[config.mk]
export PLATFORM = sky130hd
export DESIGN_NAME = scan_bus_router
export DESIGN_NICKNAME = d
export VERILOG_FILES = /design/src/rtl/scan_bus_pkg.sv /design/src/rtl/scan_bus_decode.sv /design/src/rtl/scan_bus_router.sv
export SDC_FILE = /design/constraint.sdc
export NUM_CORES = 1
export LEC_CHECK = 0
export BUFFER_PORTS_ARGS = -buffer_cell sky130_fd_sc_hd__buf_2
export CAP_MARGIN = 5
export CORE_ASPECT_RATIO = 1.25
export CORE_MARGIN = 8
export CORE_UTILIZATION = 40
export CTS_CLUSTER_DIAMETER = 50
export DETAILED_ROUTE_END_ITERATION = 10
export PLACE_DENSITY = 0.77
export RECOVER_POWER = 100
export SLEW_MARGIN = 10
export SYNTH_ARGS = -nofsm -noshare
export SYNTH_HDL_FRONTEND = slang
export SYNTH_SLANG_ARGS = --single-unit
[constraint.sdc]
create_clock -name clk -period 1.6 [get_ports clk]
set_input_delay 0.16 -clock clk [delete_from_list [all_inputs] [get_ports clk]]
set_output_delay 0.16 -clock clk [all_outputs]
set_load 0.02 [all_outputs]
[src/rtl/scan_bus_pkg.sv]
// Shared types for the scan bus router: FSM states, decoded target kinds
// and the address region-select convention.
package scan_bus_pkg;

    typedef enum logic {
        IDLE = 1'b0,
        WAIT = 1'b1
    } state_t;

    typedef enum logic [1:0] {
        SRAM   = 2'd0,
        REG    = 2'd1,
        STATUS = 2'd2,
        ERR    = 2'd3
    } target_kind_t;

    // The address MSB selects register space when set, SRAM when clear.
    localparam logic REGION_REG = 1'b1;

    function automatic logic is_reg_region(input logic msb);
        return (msb == REGION_REG);
    endfunction

endpackage

[src/rtl/scan_bus_decode.sv]
// Combinational decode of a scan request into a target kind and a one-hot
// register select.
module scan_bus_decode
    import scan_bus_pkg::*;
#(
    parameter int ADDR_W   = 11,
    parameter int NUM_REGS = 4
) (
    input  logic                ren,
    input  logic                wen,
    input  logic [ADDR_W-1:0]   addr,
    output target_kind_t        kind,
    output logic [NUM_REGS-1:0] reg_sel
);

    localparam int IDX_W = $clog2(NUM_REGS + 1);
    localparam logic [IDX_W-1:0] STATUS_IDX = IDX_W'(NUM_REGS);

    logic [IDX_W-1:0] idx_s;
    logic             unused_addr_s;

    assign idx_s = addr[IDX_W-1:0];
    // Address bits between the SRAM word address and the region bit are don't-care.
    assign unused_addr_s = ^addr;

    // One-hot register select from the low index bits.
    always_comb begin
        reg_sel = {NUM_REGS{1'b0}};
        for (int i = 0; i < NUM_REGS; i++) begin
            reg_sel[i] = (idx_s == IDX_W'(i));
        end
    end

    // Target classification; simultaneous read and write is always illegal.
    always_comb begin
        kind = ERR;
        if (ren && wen) begin
            kind = ERR;
        end else if (!is_reg_region(addr[ADDR_W-1])) begin
            kind = SRAM;
        end else if (idx_s < STATUS_IDX) begin
            kind = REG;
        end else if ((idx_s == STATUS_IDX) && ren) begin
            kind = STATUS;
        end else begin
            kind = ERR;
        end
    end

endmodule

[src/rtl/scan_bus_router.sv]
// Registered router from the scan request port to the FFT SRAM, the control
// registers and the status word, with a per-transaction ready timeout.
module scan_bus_router
    import scan_bus_pkg::*;
#(
    parameter int ADDR_W   = 11,
    parameter int DATA_W   = 32,
    parameter int SRAM_AW  = 9,
    parameter int NUM_REGS = 4,
    parameter int TIMEOUT  = 15
) (
    input  logic                       clk,
    input  logic                       rst,
    input  logic                       scan_ren,
    input  logic                       scan_wen,
    input  logic [ADDR_W-1:0]          scan_addr,
    input  logic [DATA_W-1:0]          scan_wdata,
    output logic [DATA_W-1:0]          scan_rdata,
    output logic                       scan_ready,
    output logic                       scan_err,
    output logic                       scan_busy,
    output logic                       sram_ren,
    output logic                       sram_wen,
    output logic [SRAM_AW-1:0]         sram_addr,
    output logic [DATA_W-1:0]          sram_wdata,
    input  logic [DATA_W-1:0]          sram_rdata,
    input  logic                       sram_ready,
    output logic [NUM_REGS-1:0]        reg_ren,
    output logic [NUM_REGS-1:0]        reg_wen,
    output logic [DATA_W-1:0]          reg_wdata,
    input  logic [NUM_REGS*DATA_W-1:0] reg_rdata,
    input  logic [NUM_REGS-1:0]        reg_ready,
    input  logic [DATA_W-1:0]          status_in
);

    localparam int CNT_W = $clog2(TIMEOUT + 1);
    localparam logic [CNT_W-1:0] CNT_TERM = CNT_W'(TIMEOUT);

    state_t              state_r;
    logic [CNT_W-1:0]    cnt_r;
    logic                tgt_sram_r;
    logic                write_r;
    logic [NUM_REGS-1:0] reg_sel_r;

    target_kind_t        kind_s;
    logic [NUM_REGS-1:0] reg_sel_s;
    logic                sel_ready_s;
    logic [DATA_W-1:0]   sel_rdata_s;
    logic [DATA_W-1:0]   reg_rdata_mux_s;

    scan_bus_decode #(
        .ADDR_W   (ADDR_W),
        .NUM_REGS (NUM_REGS)
    ) u_decode (
        .ren     (scan_ren),
        .wen     (scan_wen),
        .addr    (scan_addr),
        .kind    (kind_s),
        .reg_sel (reg_sel_s)
    );

    // Only the captured target's ready and read data are visible to the FSM.
    always_comb begin
        reg_rdata_mux_s = {DATA_W{1'b0}};
        for (int i = 0; i < NUM_REGS; i++) begin
            reg_rdata_mux_s = reg_rdata_mux_s
                            | (reg_rdata[i*DATA_W +: DATA_W] & {DATA_W{reg_sel_r[i]}});
        end
        if (tgt_sram_r) begin
            sel_ready_s = sram_ready;
            sel_rdata_s = sram_rdata;
        end else begin
            sel_ready_s = |(reg_ready & reg_sel_r);
            sel_rdata_s = reg_rdata_mux_s;
        end
    end

    // Request FSM, timeout counter and registered response/strobe outputs.
    always_ff @(posedge clk) begin
        if (rst) begin
            state_r    <= IDLE;
            cnt_r      <= {CNT_W{1'b0}};
            tgt_sram_r <= 1'b0;
            write_r    <= 1'b0;
            reg_sel_r  <= {NUM_REGS{1'b0}};
            scan_rdata <= {DATA_W{1'b0}};
            scan_ready <= 1'b0;
            scan_err   <= 1'b0;
            scan_busy  <= 1'b0;
            sram_ren   <= 1'b0;
            sram_wen   <= 1'b0;
            sram_addr  <= {SRAM_AW{1'b0}};
            sram_wdata <= {DATA_W{1'b0}};
            reg_ren    <= {NUM_REGS{1'b0}};
            reg_wen    <= {NUM_REGS{1'b0}};
            reg_wdata  <= {DATA_W{1'b0}};
        end else begin
            // Strobes and the response pulse are single-cycle by default.
            sram_ren   <= 1'b0;
            sram_wen   <= 1'b0;
            reg_ren    <= {NUM_REGS{1'b0}};
            reg_wen    <= {NUM_REGS{1'b0}};
            scan_ready <= 1'b0;
            case (state_r)
                IDLE: begin
                    if (scan_ren || scan_wen) begin
                        case (kind_s)
                            SRAM: begin
                                state_r    <= WAIT;
                                scan_busy  <= 1'b1;
                                cnt_r      <= {CNT_W{1'b0}};
                                tgt_sram_r <= 1'b1;
                                write_r    <= scan_wen;
                                sram_addr  <= scan_addr[SRAM_AW-1:0];
                                sram_wdata <= scan_wdata;
                                sram_ren   <= scan_ren;
                                sram_wen   <= scan_wen;
                            end
                            REG: begin
                                state_r    <= WAIT;
                                scan_busy  <= 1'b1;
                                cnt_r      <= {CNT_W{1'b0}};
                                tgt_sram_r <= 1'b0;
                                write_r    <= scan_wen;
                                reg_sel_r  <= reg_sel_s;
                                reg_wdata  <= scan_wdata;
                                reg_ren    <= reg_sel_s & {NUM_REGS{scan_ren}};
                                reg_wen    <= reg_sel_s & {NUM_REGS{scan_wen}};
                            end
                            STATUS: begin
                                scan_ready <= 1'b1;
                                scan_rdata <= status_in;
                                scan_err   <= 1'b0;
                            end
                            default: begin
                                scan_ready <= 1'b1;
                                scan_rdata <= {DATA_W{1'b0}};
                                scan_err   <= 1'b1;
                            end
                        endcase
                    end
                end
                WAIT: begin
                    // A ready on the terminal count still completes successfully.
                    if (sel_ready_s) begin
                        state_r    <= IDLE;
                        scan_busy  <= 1'b0;
                        scan_ready <= 1'b1;
                        scan_rdata <= write_r ? {DATA_W{1'b0}} : sel_rdata_s;
                        scan_err   <= 1'b0;
                    end else if (cnt_r == CNT_TERM) begin
                        state_r    <= IDLE;
                        scan_busy  <= 1'b0;
                        scan_ready <= 1'b1;
                        scan_rdata <= {DATA_W{1'b0}};
                        scan_err   <= 1'b1;
                    end else begin
                        cnt_r <= cnt_r + CNT_W'(1);
                    end
                end
                default: begin
                    state_r   <= IDLE;
                    scan_busy <= 1'b0;
                end
            endcase
        end
    end

endmodule

==> impl_metrics.py <==
metrics = {
    "synthesis": {
        "synth.distinct_cells": 43,
        "synth_edf_count": 0,
        "synth_top_area_share": 0.4128,
        "seq_area_frac_synth": 0.4128,
        "post_synth.cell_area_avg_um2": 8.546,
        "ys_seq_elements": 129,
        "synth_nets": 977,
        "synthArstFlopShare": 0,
        "yosysTopAreaCell": "dfxtp_1",
        "synth_cells": 732,
        "synthTopCellsByArea": "dfxtp_1 41%, nand2_1 9.3%, a22oi_1 7.8%, a221oi_2 7.2%, a21oi_1 6.5%",
        "yosys_warnings": 0,
        "synth_ff_type": "dfxtp_1",
        "syn_area_mm2": 0.006256,
    },
    "cts": {
        "clockBufferDepth": 2,
        "cts_root_buf": "clkbuf_16",
        "insertion_delay_ps": 410,
        "clk_pin_slew_ps": 60,
        "cts_buffers": 17,
        "cts_tree": "built",
        "cts.sinks": 129,
        "htree_levels": 4,
    },
    "critical_path": {
        "worstPathRequired_ps": 1930,
        "crit_slowest_cell": "dfxtp_2",
        "reg2reg_to": "scan_rdata[30]",
        "r2r_slack_ps": 20,
        "crit_path_end_kind": "flop",
        "arrival_ps": 1910,
        "cp-start-kind": "flop",
        "reg2reg_depth": 6,
        "path_class": "reg2reg",
        "path_max_fanout": 8,
        "path_cells": "a22oi_4, a311oi_4, buf_4, buf_16, o211ai_1, a221oi_4",
        "cpPeakStageDelay_ps": 370,
        "r2r_start": "reg_sel_r[0]",
    },
    "drt": {
        "route.top_layer_used": "met5",
        "drt-vias-per-instance": 5.499,
        "wl_met2_mm": 13.12,
        "wire_per_inst_um": 20.07,
        "num_vias": 7385,
        "drc_errors": 0,
        "dr_wl_met3_mm": 2.940,
        "wirelength_mm": 26.96,
        "antenna_left": 0,
        "firstDrtPassIters": 5,
        "m1WireLength_mm": 9.717,
        "first_iter_violations": 630,
    },
    "global_routing": {
        "global_route.usage.total": 0.2575,
        "overflow": 0,
        "grt_max_degree": 60,
        "grt_pass1_vias": 7253,
        "grt_first_pass_wirelength_mm": 40.01,
        "antenna_found_initial": 17,
    },
    "floorplan": {
        "initial_core_util": 0.4051,
        "die-area_mm2": 0.01992,
        "die_y_um": 155.8,
        "num_rows": 51,
        "core-area_mm2": 0.01544,
        "die_x_um": 127.9,
        "pin_count": 362,
    },
    "cells_and_area": {
        "final_cells": 1343,
        "finalNetCount": 1351,
        "synthToLayoutAreaGrowth_pct": 51.56,
        "multi_input_area_mm2": 0.003430,
        "regArea_mm2": 0.002595,
        "fill_cells": 1392,
        "drive_gt1_frac": 0.3530,
    },
    "sta": {
        "worst_pin_slew_ps": 468.0,
        "hold_viol_final": 0,
        "setup_violations": 0,
        "fin_skew_ps": 7.215,
        "fin_crit_ps": 1581,
        "fin_crit_sh": 0.9880,
        "rsz0062_at_grt": "true",
        "relSlewSlack": 0.6880,
        "fin_tns_setup_ps": 0,
        "maxSlewViolCount": 0,
        "fmax_ghz": 0.6326,
    },
    "worst_hold_path": {
        "min_to": "reg_ren[0]",
        "holdCritPathClass": "in2reg",
        "hold_depth": 2,
        "worstHoldStart": "scan_addr[1]",
    },
    "place": {
        "dp_hpwl_mm": 19.17,
        "port_buffers": 360,
        "placedCellCount": 1255,
        "gp_congestion": 0.9323,
    },
    "pwr": {
        "leakagePower_nw": 3.760,
        "p_per_area_mw_per_mm2": 992.1,
        "total_power_w": 0.009406,
        "ir_worst_vdd_mv": 0.8500,
    },
    "run": {
        "drv_cap": 0,
    },
    "run_status": {
        "status": "finished clean",
    },
}
[stage by stage]
step / hold slack (ps) / cell area (um2) / worst slack, ps / util
after floorplan: 236.8 / 6282 / -2.721 / -
after global placement: 402.0 / 8288 / -13.47 / 0.5367
after detailed placement: 408.0 / 8288 / -94.01 / 0.5367
after CTS: 0.09470 / 9275 / -2.091 / 0.6006
after global routing: 12.55 / 9474 / -66.83 / 0.6135
final: 23.37 / 9482 / 19.21 / 0.6140
[how the worst max path moves through the flow]
| stage | end | start | depth (start not counted) | slack [ps] |
|---|---|---|---|---|
| floorplan | scan_rdata[7] | reg_sel_r[0] | 7 | -3 |
| global placement | scan_rdata[20] | state_r | 5 | -10 |
| detailed placement | scan_rdata[20] | state_r | 5 | -90 |
| CTS | scan_rdata[17] | write_r | 6 | -2 |
| global route | scan_rdata[29] | cnt_r[1] | 6 | -70 |
| finish | scan_rdata[30] | reg_sel_r[0] | 6 | 20 |
[flip-flops by register name, indices dropped and copies added (netlist names)]
register    flops
sram_wen        1
scan_rdata     32
reg_wdata      32
reg_wen         4
scan_err        1
reg_ren         4
scan_busy       1
write_r         1
scan_ready      1
sram_wdata     32
tgt_sram_r      1
sram_ren        1
cnt_r           4
state_r         1
sram_addr       9
reg_sel_r       4
[cells in the mapped netlist (2+ instances only)]
cell type / count
a21oi_1: 81
a221oi_1: 34
a221oi_2: 30
a22oi_1: 65
a22oi_4: 2
a31oi_1: 4
and3_1: 3
buf_1: 2
buf_2: 23
buf_4: 9
buf_6: 8
clkbuf_1: 36
dfxtp_1: 129
inv_1: 36
mux2i_1: 2
nand2_1: 155
nand2b_1: 2
nand3_1: 36
nand4b_1: 3
nor2_1: 10
nor3_1: 4
o211ai_1: 34
or3_1: 4
[worst max-delay path: cells and delay by family, from the launching register on]
kind	cells	cell delay, ps
AO/OA/AOI/OAI	4	770
flip-flops	1	370
buffers and inverters	2	340
[layout by cell type (no fill, tap or decap), types with 2 or more instances in the layout]
master           n
a21oi_1         81
a221oi_1         2
a221oi_2        55
a221oi_4         7
a22oi_1         65
a22oi_4          2
a31oi_1          4
and3_1           3
buf_12           9
buf_2          241
buf_4           16
buf_6            3
clkbuf_1       119
clkbuf_16       19
clkbuf_2         3
clkinv_2         2
clkinv_4         3
clkinvlp_4       3
dfxtp_1        121
dfxtp_2          7
diode_2         12
dlygate4sd3_1   38
inv_1           35
inv_6            4
mux2i_1          2
nand2_1        155
nand2b_1         2
nand3_1         36
nand4b_1         3
nor2_1          10
nor3_1           4
o211ai_1        34
or3_1            4
[layout make-up]
type	count	area share
multi-input cells	489	0.3617
flip-flops and latches	129	0.2737
repair buffers	433	0.2614
clock buffers	19	0.04671
well taps	212	0.02798
inverters	36	0.01425
clock inverters	13	0.01108
diodes	12	0.003167
[routing by layer]
| metal | vias up | GRT usage |
|---|---|---|
| met1 | 3416 | 0.2738 |
| met2 | 413 | 0.4288 |
| met5 | - | 0 |
| li1 | 3459 | - |
| met4 | 10 | 0.1249 |
| met3 | 87 | 0.1115 |
[power breakdown]
part / total [W] / internal (W) / switching, W
clock network: 0.00360 / 0.00205 / 0.00155
logic: 0.00224 / 0.000906 / 0.00133
registers: 0.00356 / 0.00344 / 0.000126
[repair_timing]
item                                    4_1_cts  5_1_grt
buffers inserted                              2        1
gates cloned                                  1        2
hold endpoints to repair                     69        0
resized for setup                             8       45
hold buffers                                 38        0
endpoints found under the setup margin       32       32
pin swaps                                     1        7
[cells by family after synthesis]
group,Yosys count,share of synthesized area
simple gates,226,0.1596
fa+ha+maj,1,0.002000
compound gates,258,0.3292
xor+xnor,2,0.005201
flops,129,0.4128
mux,2,0.003200
buf+inv,114,0.08800
No activity file was read; power rests on OpenSTA's default activity.
